==> config.mk <==
export PLATFORM = sky130hd
export DESIGN_NAME = turn_sequencer
export DESIGN_NICKNAME = d
export VERILOG_FILES = /design/src/rtl/turn_sequencer.sv
export SDC_FILE = /design/constraint.sdc
export NUM_CORES = 1
export LEC_CHECK = 0
export ABC_AREA = 1
export BUFFER_PORTS_ARGS = -buffer_cell sky130_fd_sc_hd__buf_2
export CORE_MARGIN = 4
export CORE_UTILIZATION = 60
export DETAILED_ROUTE_END_ITERATION = 8
export PLACE_DENSITY = 0.81
export SLEW_MARGIN = 10
export SYNTH_ARGS = -nofsm -noshare
export SYNTH_HDL_FRONTEND = slang
export SYNTH_SLANG_ARGS = --single-unit
==> constraint.sdc <==
create_clock -name clk -period 4.5 [get_ports clk]
set_input_delay 0.45 -clock clk [delete_from_list [all_inputs] [get_ports clk]]
set_output_delay 0.45 -clock clk [all_outputs]
set_load 0.005 [all_outputs]
==> src/rtl/turn_sequencer.sv <==
// Round controller for the chicken-chase game: judges each card flip, moves chicks,
// requests the next turn on a miss, verifies the turn changed, and detects the winner.
module turn_sequencer #(
  parameter int HOLD_CYCLES = 50_000_000,
  parameter int WIN_STEPS   = 12
) (
  input  logic       clk,
  input  logic       rst,
  input  logic       start,
  input  logic [1:0] N,
  input  logic [1:0] turn_in,
  input  logic       flip,
  input  logic       match,
  output logic       statecombo_next_turn,
  output logic [2:0] state,
  output logic [3:0] pos0,
  output logic [3:0] pos1,
  output logic [3:0] pos2,
  output logic [3:0] pos3,
  output logic [1:0] winner,
  output logic       game_over,
  output logic       turn_err
);

  typedef enum logic [2:0] {
    S_IDLE      = 3'd0,
    S_WAIT_FLIP = 3'd1,
    S_JUDGE     = 3'd2,
    S_SHOW      = 3'd3,
    S_ADVANCE   = 3'd4,
    S_SETTLE    = 3'd5,
    S_OVER      = 3'd6
  } state_t;

  localparam int CW = (HOLD_CYCLES > 1) ? $clog2(HOLD_CYCLES) : 1;

  state_t        state_q;
  logic [CW-1:0] cnt_q;
  logic          m_q;
  logic [1:0]    t_q;
  logic [3:0]    pos_q [4];
  logic [1:0]    winner_q;
  logic          game_over_q;
  logic          turn_err_q;
  logic          next_turn_q;

  logic [2:0]    player_cnt_d;
  logic [3:0]    active_d;
  logic          start_ok_d;

  assign player_cnt_d = {1'b0, N} + 3'd2;
  assign start_ok_d   = start && (N != 2'b11) &&
                        ((state_q == S_IDLE) || (state_q == S_OVER));

  // Players beyond the current player count never move.
  for (genvar gi = 0; gi < 4; gi++) begin : g_active
    assign active_d[gi] = (3'(gi) < player_cnt_d);
  end

  always_ff @(posedge clk) begin
    if (rst) begin
      state_q     <= S_IDLE;
      cnt_q       <= '0;
      m_q         <= 1'b0;
      t_q         <= 2'd0;
      winner_q    <= 2'd0;
      game_over_q <= 1'b0;
      turn_err_q  <= 1'b0;
      next_turn_q <= 1'b0;
      for (int i = 0; i < 4; i++) pos_q[i] <= 4'd0;
    end else begin
      next_turn_q <= 1'b0;
      if (start_ok_d) begin
        state_q     <= S_WAIT_FLIP;
        winner_q    <= 2'd0;
        game_over_q <= 1'b0;
        turn_err_q  <= 1'b0;
        for (int i = 0; i < 4; i++) pos_q[i] <= 4'd0;
      end else begin
        case (state_q)
          S_WAIT_FLIP: begin
            if (flip) begin
              m_q     <= match;
              t_q     <= turn_in;
              state_q <= S_JUDGE;
            end
          end
          S_JUDGE: begin
            if (m_q && active_d[t_q] && (pos_q[t_q] != 4'hF))
              pos_q[t_q] <= pos_q[t_q] + 4'd1;
            cnt_q   <= CW'(HOLD_CYCLES - 1);
            state_q <= S_SHOW;
          end
          S_SHOW: begin
            if (cnt_q != '0) begin
              cnt_q <= cnt_q - 1'b1;
            end else if (!m_q) begin
              next_turn_q <= 1'b1;
              state_q     <= S_ADVANCE;
            end else if (pos_q[t_q] >= 4'(WIN_STEPS)) begin
              winner_q    <= t_q;
              game_over_q <= 1'b1;
              state_q     <= S_OVER;
            end else begin
              state_q <= S_WAIT_FLIP;
            end
          end
          S_ADVANCE: state_q <= S_SETTLE;
          S_SETTLE: begin
            // The turn-advance block had one full cycle to react to the request.
            if (turn_in == t_q) turn_err_q <= 1'b1;
            state_q <= S_WAIT_FLIP;
          end
          default: state_q <= state_q;
        endcase
      end
    end
  end

  assign statecombo_next_turn = next_turn_q;
  assign state                = state_q;
  assign pos0                 = pos_q[0];
  assign pos1                 = pos_q[1];
  assign pos2                 = pos_q[2];
  assign pos3                 = pos_q[3];
  assign winner               = winner_q;
  assign game_over            = game_over_q;
  assign turn_err             = turn_err_q;

endmodule

==> results.txt <==
The remaining max-slew budget at the tightest pin is 56.6%. The worst-case vdd ir drop is roughly 0.00047 V. The number of setup violations in the final report is 0. Once detail routing completed, the nets flagged for antenna violations numbered 0. The worst setup path is launched from a register.

The worst hold path belongs to the class primary input to register. The number of inserted diodes came out at 0. The internal portion of total power is 1.16 mW. The ratio of routed vias to standard cells is ~5.4. The routed length per placed instance is about 13 µm. The clock insertion delay at the later pin of the skew report came out at ~0.31 ns. Data on the critical path is required at its endpoint by 4.54 ns. The routed layout has approximately 3100 vias. Input and output buffers added on the ports amount to 32.

The maximum level of the CTS H-tree came out at 2. The actual transition at the worst max-transition pin is around 0.65 ns. The reported max-cap violation count came out at 0.

The growth of design area from synthesis to finish is 8.38%. Clock-pin slew was measured on the worst setup and hold paths at 0.10 ns. The final-layout setup total negative slack is 0 ns.

STA classifies the critical path endpoint as a register. No sink is reached through more buffers than the 2 on the longest clock path. The number of antenna violations at the first check in global routing is 0. The portion of total power attributed to the clock network came out at between 10% and 20%.

The final critical path time including I/O delays and setup is ~2.1 ns. The pin count of the biggest net entering global routing is 28. The leakage power is 1.53 nW. The floorplan step set the die width to around 81 µm. The met1 usage in global routing came out at between 20 and 30%. The die covers between 6000 and 7000 µm². The number of clock buffers added by TritonCTS is 5.

The clock net in this run drives a total of 55 sinks. The signal on the critical path passes through inv_2, o21ai_0, o22ai_1, ha_1, nand3_1, nand4_1, nand2_1. The run finished with clean final reports.

TritonCTS built the clock tree. Sequential cells account for between 30 and 40% of the total power. The I/O pin total is 33.

Global routing used 23.8% of the available tracks across all layers. The count of synthesis-stage warnings from yosys is 0. The via count of the first global-routing pass came out at 2760. The share of power burned in combinational logic came out at 56.6%. The standard cell core area came out at ~5100 µm². The clock tree skew after final layout is approximately 0.011 ns. The layer with the highest usage after global routing is met2.

The first global-routing pass estimated 12300 µm of wire. The largest delay contributor family on the critical path is simple AND/OR/NAND/NOR gates. The detailed-route wire length came out at 7350 µm.

The standard-cell row count is 26. Counting distinct cell types in the post-synthesis netlist gives 30. The highest attainable clock frequency came out at around 470 MHz. The height of the die came out at slightly above 80 µm. The fraction of layout instances using a drive strength above 1 is ~12%. The slowest stage of the critical path belongs to the cell dfxtp_1. For the worst setup path, the data arrival time is approximately 2.2 ns.

Together, buffers and inverters on the worst path number 1. The average instance area after synthesis is 6.78 µm². The cell sitting at the root of the clock tree is a clkbuf_8. The post-synth net total is roughly 480.

Summing the sequential cell areas from Yosys gives roughly 40% of the chip area. Setup repair after global routing left no endpoint under its margin. The maximum cell stage delay along the critical path came out at 0.39 ns. The number of DRC markers in iteration 0 is between 150 and 200. The half-perimeter wire length after detailed placement came out at roughly 5300 µm. At the end of the flow, the number of nets in the layout was 508.

The first detailed-routing pass ran for 5 iterations. The met2 usage is between 40 and 50%. At the end of the flow the core is filled with cells to 67.1%.

The worst setup path is of the register to register kind. At the end of routability-driven placement, the weighted congestion stood at 0.848. The met3 routing resource usage after global routing is approximately 4.0%. Counting flops and latches in the post-synthesis netlist gives 55. The synthesized netlist cell count is 467. The number of gates given a new drive strength after cts came out at 0. The switching power summed over all nets came out at between 1 and 1.5 mW. The worst slack on hold paths came out at ~0.37 ns. The filler cell count is approximately 460. The overflow left after global routing came out at 0. The maximum net fanout on the critical path came out at 10. The number of endpoints with negative hold slack in the final report came out at 0. Setup slack on the worst reg-to-reg path comes out at 2.36 ns.

The final count of pins violating max slew came to 0. The DRC violation count after routing came out at 0. The cts-stage hold buffer count came out at 0. The post-route clock period utilization came out at 47.6%. The power density over cell area is about 680 nW/µm².

The net switching fraction of the power is between 50% and 60%. The synthesized netlist occupies a cell area of about 3200 µm². The buffer count from post-CTS setup fixing came out at 0. The initial standard-cell utilization of the core is approximately three fifths.
[cells in the final DEF (no fill, tap or decap), drive strengths merged]
master and instances:
o22ai 3, o21ai 20, a21oi 31, nand2 135, nor3 5, clkinvlp 2, nand3b 5, nand3 34
buf 32, ha 2, clkbuf 6, inv 46, nor2 96, o211ai 2, xnor2 1, dfxtp 39
xor2 6, nor4 2, nand4 13, edfxtp 16, or2 2
[per-stage QoR]
| stage | worst slack [ns] | instances | power (mW) | area, µm² |
|---|---|---|---|---|
| 2_1_floorplan | 2.72 | 467 | 1.81 | 3160 |
| 3_3_place_gp | 2.38 | 560 | 2.02 | 3340 |
| 3_5_place_dp | 2.37 | 560 | 2.06 | 3340 |
| 4_1_cts | 2.34 | 568 | 2.33 | 3430 |
| 5_1_grt | 2.12 | 568 | 2.59 | 3430 |
| 6_report | 2.36 | 568 | 2.34 | 3430 |
[flip-flops by register name, indices dropped and copies added (netlist names), named ones only]
register / count
cnt_q: 26
game_over: 1
m_q: 1
pos_q: 16
state: 3
statecombo_next_turn: 1
t_q: 2
turn_err: 1
winner: 2
[metal layers]
metal  up-vias  routed length (µm)
li1       1570                   -
met1      1390                3170
met2       114                3550
met3        12                 500
met4         0                 130
met5         -                   0
[kinds of logic after synthesis]
| logic type | count (synthesis) | share of synthesized area (%) |
|---|---|---|
| simple gates | 292 | 39.9 |
| compound gates | 56 | 9.96 |
| buf+inv | 55 | 7.59 |
| fa+ha+maj | 2 | 0.791 |
| xor+xnor | 7 | 1.94 |
| flops | 55 | 39.9 |
[tightest hold or removal path, stage by stage]
cell	delay [ns]
buf_2	0.07
o21ai_0	0.07
nor2_1	0.07
[cell usage after synthesis]
cell type / number / area (µm²)
a21oi_1: 24 / 120
a21oi_2: 7 / 61.3
buf_1: 1 / 3.75
buf_6: 3 / 33.8
buf_8: 1 / 15.0
clkbuf_1: 4 / 15.0
dfxtp_1: 39 / 781
edfxtp_1: 16 / 480
ha_1: 2 / 25.0
inv_1: 43 / 161
inv_2: 3 / 11.3
nand2_1: 132 / 495
nand2_2: 2 / 12.5
nand2_4: 1 / 11.3
nand3_1: 34 / 170
nand3b_1: 4 / 30.0
nand3b_4: 1 / 20.0
nand4_1: 13 / 81.3
nor2_1: 90 / 338
nor2_2: 3 / 18.8
nor2_4: 3 / 33.8
nor3_1: 5 / 25.0
nor4_1: 2 / 12.5
o211ai_1: 2 / 15.0
o21ai_0: 18 / 90.1
o21ai_1: 2 / 10.0
o22ai_1: 3 / 18.8
or2_2: 2 / 12.5
xnor2_1: 1 / 8.76
xor2_1: 6 / 52.6
[worst paths after layout]
check             startpoint           to  depth (start not counted)
setup / recovery    register  pos_q[0][1]                          7
hold / removal         match          m_q                          3
setup reg to reg    register  pos_q[0][1]                          7
hold reg to reg     cnt_q[0]     cnt_q[0]                          2
[power by group through the flow]
| stage | clock network, mW | registers [mW] | logic (mW) |
|---|---|---|---|
| 6_report | 0.268 | 0.748 | 1.32 |
| 5_1_grt | 0.298 | 0.766 | 1.52 |
| 4_1_cts | 0.274 | 0.745 | 1.31 |
| 3_5_place_dp | 0 | 0.756 | 1.30 |
| 3_3_place_gp | 0 | 0.752 | 1.27 |
| 2_1_floorplan | 0 | 0.731 | 1.08 |
[area by class of cell]
cell class / instances / area (µm²) / area share [%]
clock buffers: 6 / 72.6 / 2.12
clock inverters: 2 / 12.5 / 0.365
inverters: 46 / 173 / 5.03
multi-input cells: 357 / 1660 / 48.5
flip-flops and latches: 55 / 1260 / 36.8
well taps: 70 / 87.6 / 2.55
repair buffers: 32 / 160 / 4.67
Power figures use the tool's default switching activity.
